$ cat src/rtl/riscv_mc_ctrl.sv
// Multi-cycle sequencer for the RV32I core: FETCH/DECODE/EXEC/MEM/WB stepping, memory handshakes,
// write strobes for IR/RF/PC, cycle and instret counters, and a sticky memory-timeout error.
module riscv_mc_ctrl #(
  parameter int unsigned WAIT_MAX = 15,
  parameter int unsigned CNT_W    = 32
) (
  input  logic             clk,
  input  logic             rst,
  input  logic             run_i,
  output logic             imem_req_o,
  input  logic             imem_ready_i,
  output logic             ir_we_o,
  input  logic             rd_we_i,
  input  logic             data_re_i,
  input  logic             data_we_i,
  input  logic             br_i,
  input  logic             br_taken_i,
  output logic             dmem_req_o,
  output logic             dmem_we_o,
  input  logic             dmem_ready_i,
  output logic             rf_we_o,
  output logic             pc_we_o,
  output logic             pc_sel_o,
  output logic             retire_o,
  output logic             err_o,
  output logic [2:0]       state_o,
  output logic [CNT_W-1:0] cycle_cnt_o,
  output logic [CNT_W-1:0] instret_o
);

  localparam logic [2:0] StIdle   = 3'd0;
  localparam logic [2:0] StFetch  = 3'd1;
  localparam logic [2:0] StDecode = 3'd2;
  localparam logic [2:0] StExec   = 3'd3;
  localparam logic [2:0] StMem    = 3'd4;
  localparam logic [2:0] StWb     = 3'd5;
  localparam logic [2:0] StErr    = 3'd6;

  localparam int unsigned WaitW = (WAIT_MAX < 1) ? 1 : $clog2(WAIT_MAX + 1);
  localparam logic [WaitW-1:0] WaitLim = WaitW'(WAIT_MAX);

  logic [2:0]       state_q, state_d;
  logic [WaitW-1:0] wait_q, wait_d;
  logic [CNT_W-1:0] cycle_q, instret_q;
  logic             wait_hit;

  // A zero limit disables the timeout altogether.
  assign wait_hit = (WAIT_MAX != 0) && (wait_q == WaitLim);

  always_comb begin
    state_d = state_q;
    wait_d  = '0;
    case (state_q)
      StIdle: begin
        if (run_i) state_d = StFetch;
      end
      StFetch: begin
        if (imem_ready_i) begin
          state_d = StDecode;
        end else if (wait_hit) begin
          state_d = StErr;
        end else begin
          wait_d = wait_q + 1'b1;
        end
      end
      StDecode: state_d = StExec;
      StExec: begin
        state_d = (data_re_i | data_we_i) ? StMem : StWb;
      end
      StMem: begin
        if (dmem_ready_i) begin
          state_d = StWb;
        end else if (wait_hit) begin
          state_d = StErr;
        end else begin
          wait_d = wait_q + 1'b1;
        end
      end
      StWb: begin
        state_d = run_i ? StFetch : StIdle;
      end
      StErr: state_d = StErr;
      default: state_d = StIdle;
    endcase
  end

  always_ff @(posedge clk) begin
    if (rst) begin
      state_q   <= StIdle;
      wait_q    <= '0;
      cycle_q   <= '0;
      instret_q <= '0;
    end else begin
      state_q <= state_d;
      wait_q  <= wait_d;
      if (state_q != StIdle && state_q != StErr) cycle_q <= cycle_q + 1'b1;
      if (state_q == StWb) instret_q <= instret_q + 1'b1;
    end
  end

  // Strobes are pure decodes of state, squashed while reset is held.
  always_comb begin
    imem_req_o = ~rst & (state_q == StFetch);
    ir_we_o    = ~rst & (state_q == StFetch) & imem_ready_i;
    dmem_req_o = ~rst & (state_q == StMem);
    dmem_we_o  = ~rst & (state_q == StMem) & data_we_i;
    rf_we_o    = ~rst & (state_q == StWb) & rd_we_i;
    pc_we_o    = ~rst & (state_q == StWb);
    retire_o   = ~rst & (state_q == StWb);
    pc_sel_o   = (state_q == StWb) & br_i & br_taken_i;
  end

  assign err_o       = (state_q == StErr);
  assign state_o     = state_q;
  assign cycle_cnt_o = cycle_q;
  assign instret_o   = instret_q;

endmodule

$ cat config.mk
export PLATFORM = sky130hd
export DESIGN_NAME = riscv_mc_ctrl
export DESIGN_NICKNAME = d
export VERILOG_FILES = /design/src/rtl/riscv_mc_ctrl.sv
export SDC_FILE = /design/constraint.sdc
export NUM_CORES = 1
export LEC_CHECK = 0
export CAP_MARGIN = 20
export CORE_ASPECT_RATIO = 0.7
export CORE_MARGIN = 1
export CORE_UTILIZATION = 45
export CTS_CLUSTER_SIZE = 20
export DETAILED_ROUTE_END_ITERATION = 8
export DONT_BUFFER_PORTS = 1
export MAX_ROUTING_LAYER = met4
export PLACE_DENSITY = 0.69
export SLEW_MARGIN = 20
export SYNTH_ARGS = -nofsm -noshare
export SYNTH_HDL_FRONTEND = slang
export SYNTH_SLANG_ARGS = --single-unit
export TNS_END_PERCENT = 10
$ cat constraint.sdc
create_clock -name clk -period 4 [get_ports clk]
set_input_delay 0.8 -clock clk [delete_from_list [all_inputs] [get_ports clk]]
set_output_delay 0.8 -clock clk [all_outputs]
set_load 0.005 [all_outputs]
==> impl_results.md <==
- Final Power: 0.00149 W
- #FFs+latches synth: 71
- Core area: 0.00748 sq mm
- FP Rows: 26
- Synth async-reset ratio: 0
- # hold bufs at CTS: 0
- # H-tree levels: 3
- Distinct cells, synth: 47
- Combinational share of power: 0.023
- Pins Over Slew Limit: 0
- Switching Share: 0.205
- Fin Hold WS: 463 ps
- Dominant synthesized flop cell: dfxtp_1
- Total grt overflow: 0
- Leakage: 1.19 nW
- Reg2reg setup slack: 1420 ps
- Antenna viol nets, final: 0
- Die W: 108 microns
- Vias per inst: 6.15
- Synth warn: 0
- DRT Pass-1 Iters: 4
- EDFF count, synth: 0
- Fin util: 0.518
- Synth top area cells: dfxtp_1 (40%), a21oi_1 (5.5%), or4_1 (4.0%)
- RSZ-0062 raised after global routing: false
- Largest net degree at the start of global routing: 78
- Fin Setup TNS: 0 ps
- Number of hold violations in the final report: 0
- Crit-path max FO: 14
- DR vias: 3187
- Yosys top cell area share: 0.398
- Placer Congestion: 0.794
- WP data arrival: 2050 ps
- P&R area growth vs syn: 8.63%
- Worst Tran Pin Value: 914 ps
- Top cells by count, synth: dfxtp_1 (71), a21oi_1 (39), nor2_1 (37)
- Worst EP required: 3200 ps
- CTS tree: done
- Critical path type: register to output pin
- CTS clock-pin slew for the worst setup and hold paths: 50 ps
- WL/cell: 16.0 microns
- Layout Skew: 6.23 ps
- Root Buffer: clkbuf_16
- Flop pwr share: 0.483
- Starting Density: 0.477
- N_diodes: 0
- TritonCTS Buffers: 9
- Vias in the first global route: 2776
- Post_cts resized: 0
- Post-Synthesis Cells: 428
- PwrDens: 385 mW/mm^2
- Slew headroom: 0.388
- Power Internal: 0.00119 W
- Endpoint class of the critical path: output pin
- Final HPWL DP: 5.67 mm
- Clk network pwr share: 0.494
- Top cell type by total area after synthesis: dfxtp_1
- # IOs: 86
- Post-Route WL: 8.27 mm
- Initial DRC Count: 210
- DRC Markers: 0
- Syn_area_per_cell: 8.34 sq um
- Global-route wire length before repair: 13.8 mm
- Final Cycle Share: 0.712
- Initial antenna violation count: 0
- Min Tclk post-route: 2850 ps
- CTS max path bufs: 2
- Post-Synthesis Net Count: 441
- Die Y-Extent: 76.5 microns
- Max VDD drop: 292 uV
- GRT Overall Usage: 0.218
- Startpoint types: register
- Setup bufs post-CTS: 0
- # Max-Cap Violations: 0
- Register area share after synthesis: 0.398
- IO Port Bufs: 0
- Layout cells sized above 1: 0.0738
- Most frequent cell after synthesis: dfxtp_1
- Worst-skew pair later-pin latency: 330 ps
- Final setup viols: 0
- Post-synthesis cell area: 0.00357 sq mm
- Die area: 0.00830 sq mm
- Max Freq: 351 MHz
- Switch Pwr: 0.000306 W
- Clock sink count: 71
- Status: completed
- Final nets: 431
- Min-delay worst type: register to register
## path summary, 6_finish.rpt
check	startpoint	endpoint	cells after the start
worst min-delay path	wait_q[0]$_SDFF_PP0_	wait_q[0]$_SDFF_PP0_	1
worst min register to register	wait_q[0]$_SDFF_PP0_	wait_q[0]$_SDFF_PP0_	1
worst max register to register	state_o[2]$_SDFFE_PP0P_	instret_o[26]$_SDFFE_PP0N_	4
worst max-delay path	state_o[2]$_SDFFE_PP0P_	rf_we_o	3
## registers in the layout, summed over array words and instances, names as in the netlist
name         count
cycle_cnt_o     32
instret_o       32
wait_q           4
state_o          3
## layer usage
layer,GRT usage,routed length [microns],up-vias
met1,0.300,4130,1492
li1,-,-,1573
met2,0.288,3390,111
met5,-,0,-
met4,0.0770,124,0
met3,0.0813,625,11
## worst max-delay path, stage by stage (launching register included)
cell and delay (ps):
dfxtp_1 660, nand3b_1 470, nor2_1 400, and2_1 200
## cell families (layout without fill, tap and decap cells)
logic type	Yosys count	in the layout	share of synthesized area
compound gates	92	92	0.151
flops	71	71	0.398
simple gates	196	196	0.316
xor+xnor	21	21	0.0536
buf+inv	36	28	0.0421
fa+ha+maj	3	3	0.0105
mux	9	9	0.0284
## cells in the final DEF, fill, tap and decap left out, types with 2 or more instances in the layout
cell type   n
a21oi_1    39
nand4_1    18
or3_1      18
xnor2_1    10
xor2_1     10
or4_4       2
nand3_1    15
o21ai_0    23
and3_1      8
buf_4       2
nor4_1     12
dfxtp_1    71
ha_1        3
clkbuf_8    3
inv_1      13
nand3b_1    2
and2_1      6
clkbuf_16   9
o31ai_1    15
nor3_1     10
nand2b_1    2
o2111ai_1   2
and4_1      9
o211ai_1    4
or4_1      19
nand2_1    23
nor2b_1     9
mux2_2      9
nor2_1     37
## power by group through the flow
| stage | sequential [W] | combinational [W] | clock (W) |
|---|---|---|---|
| global route | 0.000721 | 0.0000387 | 0.000785 |
| floorplan | 0.000734 | 0.0000377 | 0 |
| finish | 0.000720 | 0.0000341 | 0.000737 |
| detailed placement | 0.000736 | 0.0000339 | 0 |
| CTS | 0.000720 | 0.0000342 | 0.000763 |
| global placement | 0.000735 | 0.0000329 | 0 |
## final cells by class
class | instances | area [sq um]
fill | 727 | 3610
clock buffer | 12 | 267
clock inverter | 1 | 5.00
tap | 98 | 123
timing repair buffer | 2 | 15.0
inverter | 13 | 48.8
sequential | 71 | 1420
multi-input combinational | 321 | 2000
## per-stage QoR
step / std cells / worst slack (ps) / cell area (sq um)
after floorplan: 428 / 1760 / 3570
after global placement: 504 / 1530 / 3600
after detailed placement: 504 / 1470 / 3600
after CTS: 517 / 1170 / 3870
after global routing: 518 / 944 / 3880
final: 518 / 1150 / 3880
Note: power is estimated with default switching activity, not from simulation.
